File: config.mk
export PLATFORM = sky130hd
export DESIGN_NAME = button_request_ctrl
export DESIGN_NICKNAME = d
export VERILOG_FILES = /design/src/rtl/button_request_ctrl.sv
export SDC_FILE = /design/constraint.sdc
export NUM_CORES = 1
export LEC_CHECK = 0
export CAP_MARGIN = 5
export CORE_ASPECT_RATIO = 2
export CORE_UTILIZATION = 57
export DETAILED_ROUTE_END_ITERATION = 7
export GPL_TIMING_DRIVEN = 0
export PLACE_DENSITY = 0.75
export SLEW_MARGIN = 15
export SYNTH_ARGS = -nofsm -noshare
export SYNTH_HDL_FRONTEND = slang
export SYNTH_SLANG_ARGS = --single-unit
File: constraint.sdc
create_clock -name clk -period 2.5 [get_ports clk]
set_input_delay 0.5 -clock clk [delete_from_list [all_inputs] [get_ports clk]]
set_output_delay 0.5 -clock clk [all_outputs]
set_load 0.005 [all_outputs]
File: src/rtl/button_request_ctrl.sv
// Pedestrian / emergency button conditioner for the traffic-light controller.
// Each channel: 2-flop synchronizer -> debouncer -> rising-edge detect -> request FSM.
// Emergency requests mask pedestrian requests; presses during lockout are counted.
module button_request_ctrl #(
  parameter int unsigned DEBOUNCE_CYCLES = 4,
  parameter int unsigned LOCKOUT_CYCLES  = 20
) (
  input  logic       clk,
  input  logic       reset,
  input  logic       ped_btn_raw,
  input  logic       em_btn_raw,
  input  logic       ped_ack,
  input  logic       em_ack,
  output logic       ped_button,
  output logic       em_button,
  output logic [1:0] ped_state,
  output logic [1:0] em_state,
  output logic [7:0] ped_dropped,
  output logic [7:0] em_dropped
);

  typedef enum logic [1:0] {
    StIdle    = 2'd0,
    StPending = 2'd1,
    StLockout = 2'd2
  } state_e;

  // Channel indices into the per-channel arrays.
  localparam int Ped = 0;
  localparam int Em  = 1;

  localparam logic [7:0] DebLast   = 8'(DEBOUNCE_CYCLES - 1);
  localparam logic [7:0] LockLoad  = 8'(LOCKOUT_CYCLES);
  localparam bit         NoLockout = (LOCKOUT_CYCLES == 0);

  logic [1:0] raw;
  logic [1:0] press;
  logic [1:0] ack_ok;

  logic [1:0] sync1_q, sync1_d;
  logic [1:0] sync2_q, sync2_d;
  logic [1:0] filt_q, filt_d;
  logic [1:0] filt_prev_q, filt_prev_d;
  logic [7:0] db_cnt_q   [2];
  logic [7:0] db_cnt_d   [2];
  logic [7:0] lock_cnt_q [2];
  logic [7:0] lock_cnt_d [2];
  logic [7:0] drop_q     [2];
  logic [7:0] drop_d     [2];
  state_e     state_q    [2];
  state_e     state_d    [2];
  logic       ped_button_q, ped_button_d;
  logic       em_button_q, em_button_d;

  assign raw   = {em_btn_raw, ped_btn_raw};
  assign press = filt_q & ~filt_prev_q;

  // An ack only counts while the matching request is actually visible to the controller.
  assign ack_ok = {em_ack & em_button_q, ped_ack & ped_button_q};

  // Synchronizer shift and debounce filter for both channels.
  always_comb begin
    sync1_d     = raw;
    sync2_d     = sync1_q;
    filt_prev_d = filt_q;
    filt_d      = filt_q;
    for (int i = 0; i < 2; i++) begin
      db_cnt_d[i] = '0;
      if (sync2_q[i] != filt_q[i]) begin
        if (db_cnt_q[i] == DebLast) begin
          filt_d[i] = sync2_q[i];
        end else begin
          db_cnt_d[i] = db_cnt_q[i] + 8'd1;
        end
      end
    end
  end

  // Request FSM, lockout timer and saturating drop counter per channel.
  always_comb begin
    for (int i = 0; i < 2; i++) begin
      state_d[i]    = state_q[i];
      lock_cnt_d[i] = lock_cnt_q[i];
      drop_d[i]     = drop_q[i];
      unique case (state_q[i])
        StIdle: begin
          if (press[i]) begin
            state_d[i] = StPending;
          end
        end
        StPending: begin
          // A press arriving with the ack is absorbed, not counted.
          if (ack_ok[i]) begin
            if (NoLockout) begin
              state_d[i] = StIdle;
            end else begin
              state_d[i]    = StLockout;
              lock_cnt_d[i] = LockLoad;
            end
          end
        end
        StLockout: begin
          if (lock_cnt_q[i] <= 8'd1) begin
            state_d[i]    = StIdle;
            lock_cnt_d[i] = '0;
          end else begin
            lock_cnt_d[i] = lock_cnt_q[i] - 8'd1;
          end
          if (press[i] && (drop_q[i] != 8'hff)) begin
            drop_d[i] = drop_q[i] + 8'd1;
          end
        end
        default: begin
          state_d[i]    = StIdle;
          lock_cnt_d[i] = '0;
        end
      endcase
    end
  end

  // Request outputs are derived from next state so they line up with state changes.
  always_comb begin
    em_button_d  = (state_d[Em] == StPending);
    ped_button_d = (state_d[Ped] == StPending) && (state_d[Em] != StPending);
  end

  // Synchronizer and debouncer registers.
  always_ff @(posedge clk or negedge reset) begin
    if (!reset) begin
      sync1_q     <= '0;
      sync2_q     <= '0;
      filt_q      <= '0;
      filt_prev_q <= '0;
      for (int i = 0; i < 2; i++) begin
        db_cnt_q[i] <= '0;
      end
    end else begin
      sync1_q     <= sync1_d;
      sync2_q     <= sync2_d;
      filt_q      <= filt_d;
      filt_prev_q <= filt_prev_d;
      for (int i = 0; i < 2; i++) begin
        db_cnt_q[i] <= db_cnt_d[i];
      end
    end
  end

  // FSM state, counters and registered request outputs.
  always_ff @(posedge clk or negedge reset) begin
    if (!reset) begin
      for (int i = 0; i < 2; i++) begin
        state_q[i]    <= StIdle;
        lock_cnt_q[i] <= '0;
        drop_q[i]     <= '0;
      end
      ped_button_q <= 1'b0;
      em_button_q  <= 1'b0;
    end else begin
      for (int i = 0; i < 2; i++) begin
        state_q[i]    <= state_d[i];
        lock_cnt_q[i] <= lock_cnt_d[i];
        drop_q[i]     <= drop_d[i];
      end
      ped_button_q <= ped_button_d;
      em_button_q  <= em_button_d;
    end
  end

  assign ped_button  = ped_button_q;
  assign em_button   = em_button_q;
  assign ped_state   = state_q[Ped];
  assign em_state    = state_q[Em];
  assign ped_dropped = drop_q[Ped];
  assign em_dropped  = drop_q[Em];

endmodule

==> results of run 1 <==
[final cells by class]
type / count / area share (%)
Buffer: 1 / 0.307
Sequential cell: 62 / 42.3
Timing Repair Buffer: 27 / 7.29
Clock inverter: 4 / 1.91
Clock buffer: 12 / 3.95
Inverter: 14 / 1.43
Multi-Input combinational cell: 214 / 40.9
Tap cell: 58 / 1.98
[state kept, by name (all words and copies together), names as in the netlist, 8 cells and up]
name         cells
em_dropped       8
db_cnt_q        16
lock_cnt_q      16
ped_dropped      8
[through the flow]
step / hold slack [ns] / instance area [µm²] / total power [mW] / worst slack (ns) / setup TNS, ns
after floorplan: 0.204 / 3120 / 2.16 / 0.637 / 0
after global placement: 0.337 / 3460 / 2.54 / -1.05 / -64.77
after detailed placement: 0.335 / 3460 / 2.57 / 0.279 / 0
after CTS: 0.243 / 3670 / 3.54 / 0.526 / 0
after global routing: 0.299 / 3670 / 3.72 / 0.418 / 0
final: 0.226 / 3670 / 3.50 / 0.527 / 0
[logic make-up after synthesis]
| kind of cell | share of synthesized area [%] |
|---|---|
| compound gates | 14.1 |
| xor+xnor | 7.87 |
| fa+ha+maj | 6.43 |
| buf+inv | 2.05 |
| flops | 49.8 |
| mux | 1.20 |
| simple gates | 18.6 |
[worst max-delay path, delay by kind of cell (launching register included)]
kind,cells,cell delay (ns)
and+or+nand+nor,4,1.20
DFF,1,0.39
adders and majority gates,1,0.25
[power by group]
group          leakage, nW  switching [mW]  internal [mW]  total (mW)
clock                0.110           0.372          0.586       0.958
combinational        0.720           0.654          0.532        1.19
sequential           0.835           0.184           1.18        1.36
[layout by cell type (no fill, tap or decap), types with 3 or more instances in the layout]
cell	Yosys	layout
dfrtp_1	62	62
clkdlybuf4s50_1	0	26
nor2_1	24	24
xor2_1	20	20
nand2_1	19	19
nand3_1	16	16
ha_1	16	16
inv_1	14	14
o21ai_0	12	12
nor3_1	10	10
clkbuf_8	0	10
a21oi_1	8	8
xnor2_1	8	8
or3_1	7	7
nand2b_1	7	7
and3_1	5	5
nor2b_1	4	4
a211o_1	4	4
and2_1	4	4
nor4_1	4	4
o21ai_1	4	4
a32o_1	3	3
a22o_1	3	3
nand4_1	3	3
[per-layer routing]
metal	global-route usage, %	vias to the layer above	wire length (µm)
met5	0	-	0
met4	14.3	0	170
met3	8.01	12	228
met2	41.4	40	3280
met1	24.8	1116	2350
li1	-	1114	-
[worst max-delay path by stage]
stage,from,slack [ns],end
floorplan,db_cnt_q[8],0.64,filt_prev_d[0]
global placement,reset,-1.05,db_cnt_q[15]
detailed placement,em_ack,0.28,em_button
CTS,db_cnt_q[8],0.53,db_cnt_q[14]
global route,db_cnt_q[9],0.42,db_cnt_q[13]
finish,db_cnt_q[8],0.53,db_cnt_q[14]
==> out/metrics.yaml, run 1 <==
layout:
  fillers: 393
  areaGrowthSynthToFinish_pct: 17.8
  drive_gt1_share_pct: 8.38
  seqCellArea_um2: 1550
  layoutNonFillerInstCount: 392
  multi_input_area_um2: 1500
  fin_nets: 351
  fin_util_pct: 70.8
  n_antenna_cell: 0
cts:
  clk_pin_slew_worst_paths_ns: 0.06
  cts.sinks: 62
  cts-root-buf: "clkbuf_8"
  cts_resized: 0
  numCtsBuffers: 9
  clock_latency_ns: 0.35
  clockBufferDepth: 2
  tritoncts: "built"
  postCtsSetupRepairBufs: 0
  htreeDepth: 3
  holdBufCountCts: 0
die:
  row_count: 37
  coreArea_um2: 5180
  die_w_um: 54.3
  initial_core_util_pct: 60.1
  die_y_um: 107
  io_pins: 28
  dieArea_um2: 5780
routing:
  drtAntennaViolNets: 0
  wl_mm: 6.03
  vias: 2282
  routed_via_density: 5.82
  dr.pass1.iters: 4
  post_drt_wl_per_cell_um: 15.4
  first_iter_violations: 49
  drc: 0
run:
  cap_violations: 0
synthesis:
  ys_seq_area_share_pct: 49.8
  synth_area_leaders: "dfrtp_1 (50%), ha_1 (6.4%), xor2_1 (5.6%), nor2_1 (2.9%), nand3_1 (2.6%)"
  netlist_instances: 291
  synth_top_cell_by_area: "dfrtp_1"
  synth-edff-count: 0
  synth_nets: 313
  yosys_warnings: 0
  syn_avg_cell_area_um2: 10.7
  syn_area_um2: 3120
  synth_cell_types: 48
  synth_seq_cells: 62
  yosys.cell_count.top_type: "dfrtp_1"
  ys_top_cells_by_count: "dfrtp_1 (62), nor2_1 (24), xor2_1 (20)"
  synthArstFlopShare_pct: 100
  synth_top_cell_area_share_pct: 49.8
  ys.flop_type: "dfrtp_1"
setup_path:
  crit_required_ns: 2.72
  r2r_end: "db_cnt_q[14]"
  reg2reg_from: "db_cnt_q[8]"
  crit_path_end_kind: "flop"
  r2r_setup_slack_ns: 0.53
  cp_data_arrival_time_ns: 2.20
  path_class: "flop to flop"
  start_kind: "flop"
  r2r_cells: 5
  cp_max_fo: 7
  crit_chain: "ha_1 > or4b_1 > or4_4 > nand2_1 > nor2_1"
  cp_slowest_cell: "or4b_1"
  slowest_delay_ns: 0.44
timing:
  final-max-slew-violation-count: 0
  max_freq_mhz: 507
  worst_pin_slew_ns: 0.771
  max-slew-margin-rel_pct: 48.6
  setup_viol: 0
  grt_setup_unrepaired: "false"
  hold_violations: 0
  period_share_pct: 78.9
  period_needed_ns: 1.97
  fin_skew_ns: 0.00980
place:
  numPortBuffers: 27
  gp_congestion: 0.825
  place_hpwl_mm: 4.34
  dp_cells: 376
global_routing:
  grt_max_degree: 63
  antenna_found_initial: 0
  track_usage_pct: 24.6
  grt_pass1_wl_mm: 10.0
  grt_pass1_vias: 2348
  overflow: 0
pwr:
  power.density_nw_per_um2: 954
  p_leak_nw: 1.67
  peakVddDrop_uv: 836
min_path:
  hold_path_class: "input port to async pin"
run_status:
  status: "complete, no violations"
(Power assumes the default switching activity.)
==> inputs of run 2 (changes only) <==
- clock period: 2.5 -> 1.92 ns (I/O delays scaled with it)
==> out/metrics.yaml, run 2 (synthesis results as in run 1) <==
die:
  die_y_um: 107  # unchanged
  initial_core_util_pct: 60.1  # unchanged
  die_w_um: 54.3  # unchanged
  coreArea_um2: 5180  # unchanged
  io_pins: 28  # unchanged
  dieArea_um2: 5780  # unchanged
  row_count: 37  # unchanged
layout:
  fin_nets: 353  # was 351
  seqCellArea_um2: 1550  # unchanged
  multi_input_area_um2: 1560  # was 1500 µm²
  n_antenna_cell: 0  # unchanged
  top_regs: "db_cnt_q (16), lock_cnt_q (16)"  # unchanged
  layout_common_cells: "dfrtp_1 (62), clkdlybuf4s50_1 (26), nor2_1 (22)"  # was dfrtp_1 (62), clkdlybuf4s50_1 (26), nor2_1 (24)
  fillers: 390  # was 393
  drive_gt1_share_pct: 11.3  # was 8.38%
  layoutNonFillerInstCount: 394  # was 392
  areaGrowthSynthToFinish_pct: 20.1  # was 17.8%
  fin_area_um2: 3740  # was 3670 µm²
  final_common_cell: "dfrtp_1"  # unchanged
timing:
  final-max-slew-violation-count: 0  # unchanged
  holdWs_ns: 0.102  # was 0.226 ns
  setup_tns_ns: 0  # unchanged
  grt_setup_unrepaired: "false"  # unchanged
  setup_viol: 0  # unchanged
  max-slew-margin-rel_pct: 48.2  # was 48.6%
  max_freq_mhz: 539  # was 507 MHz
  period_share_pct: 96.6  # was 78.9%
  worst_pin_slew_ns: 0.778  # was 0.771 ns
  fin_skew_ns: 0.00885  # was 0.00980 ns
  worst_slack_ns: 0.0644  # was 0.527 ns
  period_needed_ns: 1.86  # was 1.97 ns
  hold_violations: 0  # unchanged
setup_path:
  crit_path_end_kind: "flop"  # unchanged
  crit_chain: "ha_4 > or4b_1 > or4_4 > mux2_4"  # was ha_1 > or4b_1 > or4_4 > nand2_1 > nor2_1
  slowest_delay_ns: 0.45  # was 0.44 ns
  reg2reg_from: "db_cnt_q[9]"  # was db_cnt_q[8]
  cp_num_buf_inv: 0  # unchanged
  path_class: "flop to flop"  # unchanged
  crit_required_ns: 2.15  # was 2.72 ns
  start_kind: "flop"  # unchanged
  cp_max_fo: 4  # was 7
  crit_family: "simple AND/OR/NAND/NOR gates"  # unchanged
  cp_data_arrival_time_ns: 2.09  # was 2.20 ns
  crit_start: "db_cnt_q[9]"  # was db_cnt_q[8]
  cp_slowest_cell: "or4_4"  # was or4b_1
cts:
  clock_latency_ns: 0.35  # about the same
  clockBufferDepth: 2  # unchanged
  cts-root-buf: "clkbuf_8"  # unchanged
  tritoncts: "built"  # unchanged
  htreeDepth: 3  # unchanged
  numCtsBuffers: 9  # unchanged
  cts.sinks: 62  # unchanged
  clk_pin_slew_worst_paths_ns: 0.07  # was 0.06 ns
place:
  numPortBuffers: 27  # unchanged
  gp_congestion: 0.825  # unchanged
  place_ws_ns: -0.185  # was 0.279 ns
  dp_cells: 376  # unchanged
  place_hpwl_mm: 4.34  # unchanged
  placed_area_um2: 3460  # unchanged
routing:
  first_iter_violations: 48  # was 49
  vias: 2307  # was 2282
  drtAntennaViolNets: 0  # unchanged
  routed_via_density: 5.86  # was 5.82
  wl_mm: 6.10  # was 6.03 mm
  post_drt_wl_per_cell_um: 15.5  # was 15.4 µm
  drc: 0  # unchanged
  dr.pass1.iters: 4  # unchanged
run_status:
  status: "complete, no violations"  # unchanged
pwr:
  power.density_nw_per_um2: 1250  # was 954 nW/µm²
  p_leak_nw: 1.67  # about the same
  peakVddDrop_uv: 1100  # was 836 µV
global_routing:
  grt_pass1_wl_mm: 10.1  # was 10.0 mm
  track_usage_pct: 24.7  # was 24.6%
  antenna_found_initial: 0  # unchanged
  overflow: 0  # unchanged
  grt_max_degree: 63  # unchanged
  grt_pass1_vias: 2369  # was 2348
run:
  cap_violations: 0  # unchanged
min_path:
  hold_path_class: "input port to async pin"  # unchanged
## run 2: final timing paths
check,endpoint,slack [ns],cells after the start
max in group asynchronous,em_dropped[0],1.29,1
min in group clk,sync2_q[1],0.34,0
setup / recovery,filt_prev_d[0],0.06,4
hold / removal,db_cnt_q[5],0.10,1
setup reg to reg,filt_prev_d[0],0.06,4
hold reg to reg,sync2_q[1],0.34,0
## run 2: per-layer routing
metal	vias up	track usage, %	wire length (µm)
met5	-	0	0
met4	0	14.3	144
met3	10	8.01	230
met2	34	41.6	3380
met1	1145	24.8	2340
li1	1118	-	-
## run 2: final cells by class
| class | instances | share of cell area (%) |
|---|---|---|
| Inverter | 14 | 1.40 |
| Sequential cell | 62 | 41.5 |
| Tap cell | 58 | 1.94 |
| Clock inverter | 4 | 1.87 |
| Buffer | 1 | 0.301 |
| Clock buffer | 12 | 3.88 |
| Multi-Input combinational cell | 214 | 41.6 |
| Timing Repair Buffer | 29 | 7.56 |
## run 2: power breakdown
part	switching, mW	internal, mW
combinational	0.906	0.741
clock	0.482	0.762
sequential	0.240	1.53
## run 2: per-stage QoR
| stage | utilization, % | total power [mW] |
|---|---|---|
| floorplan | - | 2.82 |
| detailed placement | 66.7 | 3.34 |
| global route | 72.2 | 4.96 |
| global placement | 66.7 | 3.31 |
| CTS | 71.4 | 4.65 |
| finish | 72.2 | 4.66 |
## run 2: what timing repair did
action,4_1_cts,5_1_grt
cloned,0,0
gates resized for setup,5,6
hold buffers,0,0
endpoints found under the setup margin,10,12
pin swaps,0,1
buffers inserted,1,1
## run 2: worst register-to-register path: stages, from the launching register on
cell	delay [ns]
dfrtp_1	0.39
ha_4	0.17
or4b_1	0.43
or4_4	0.45
mux2_4	0.31
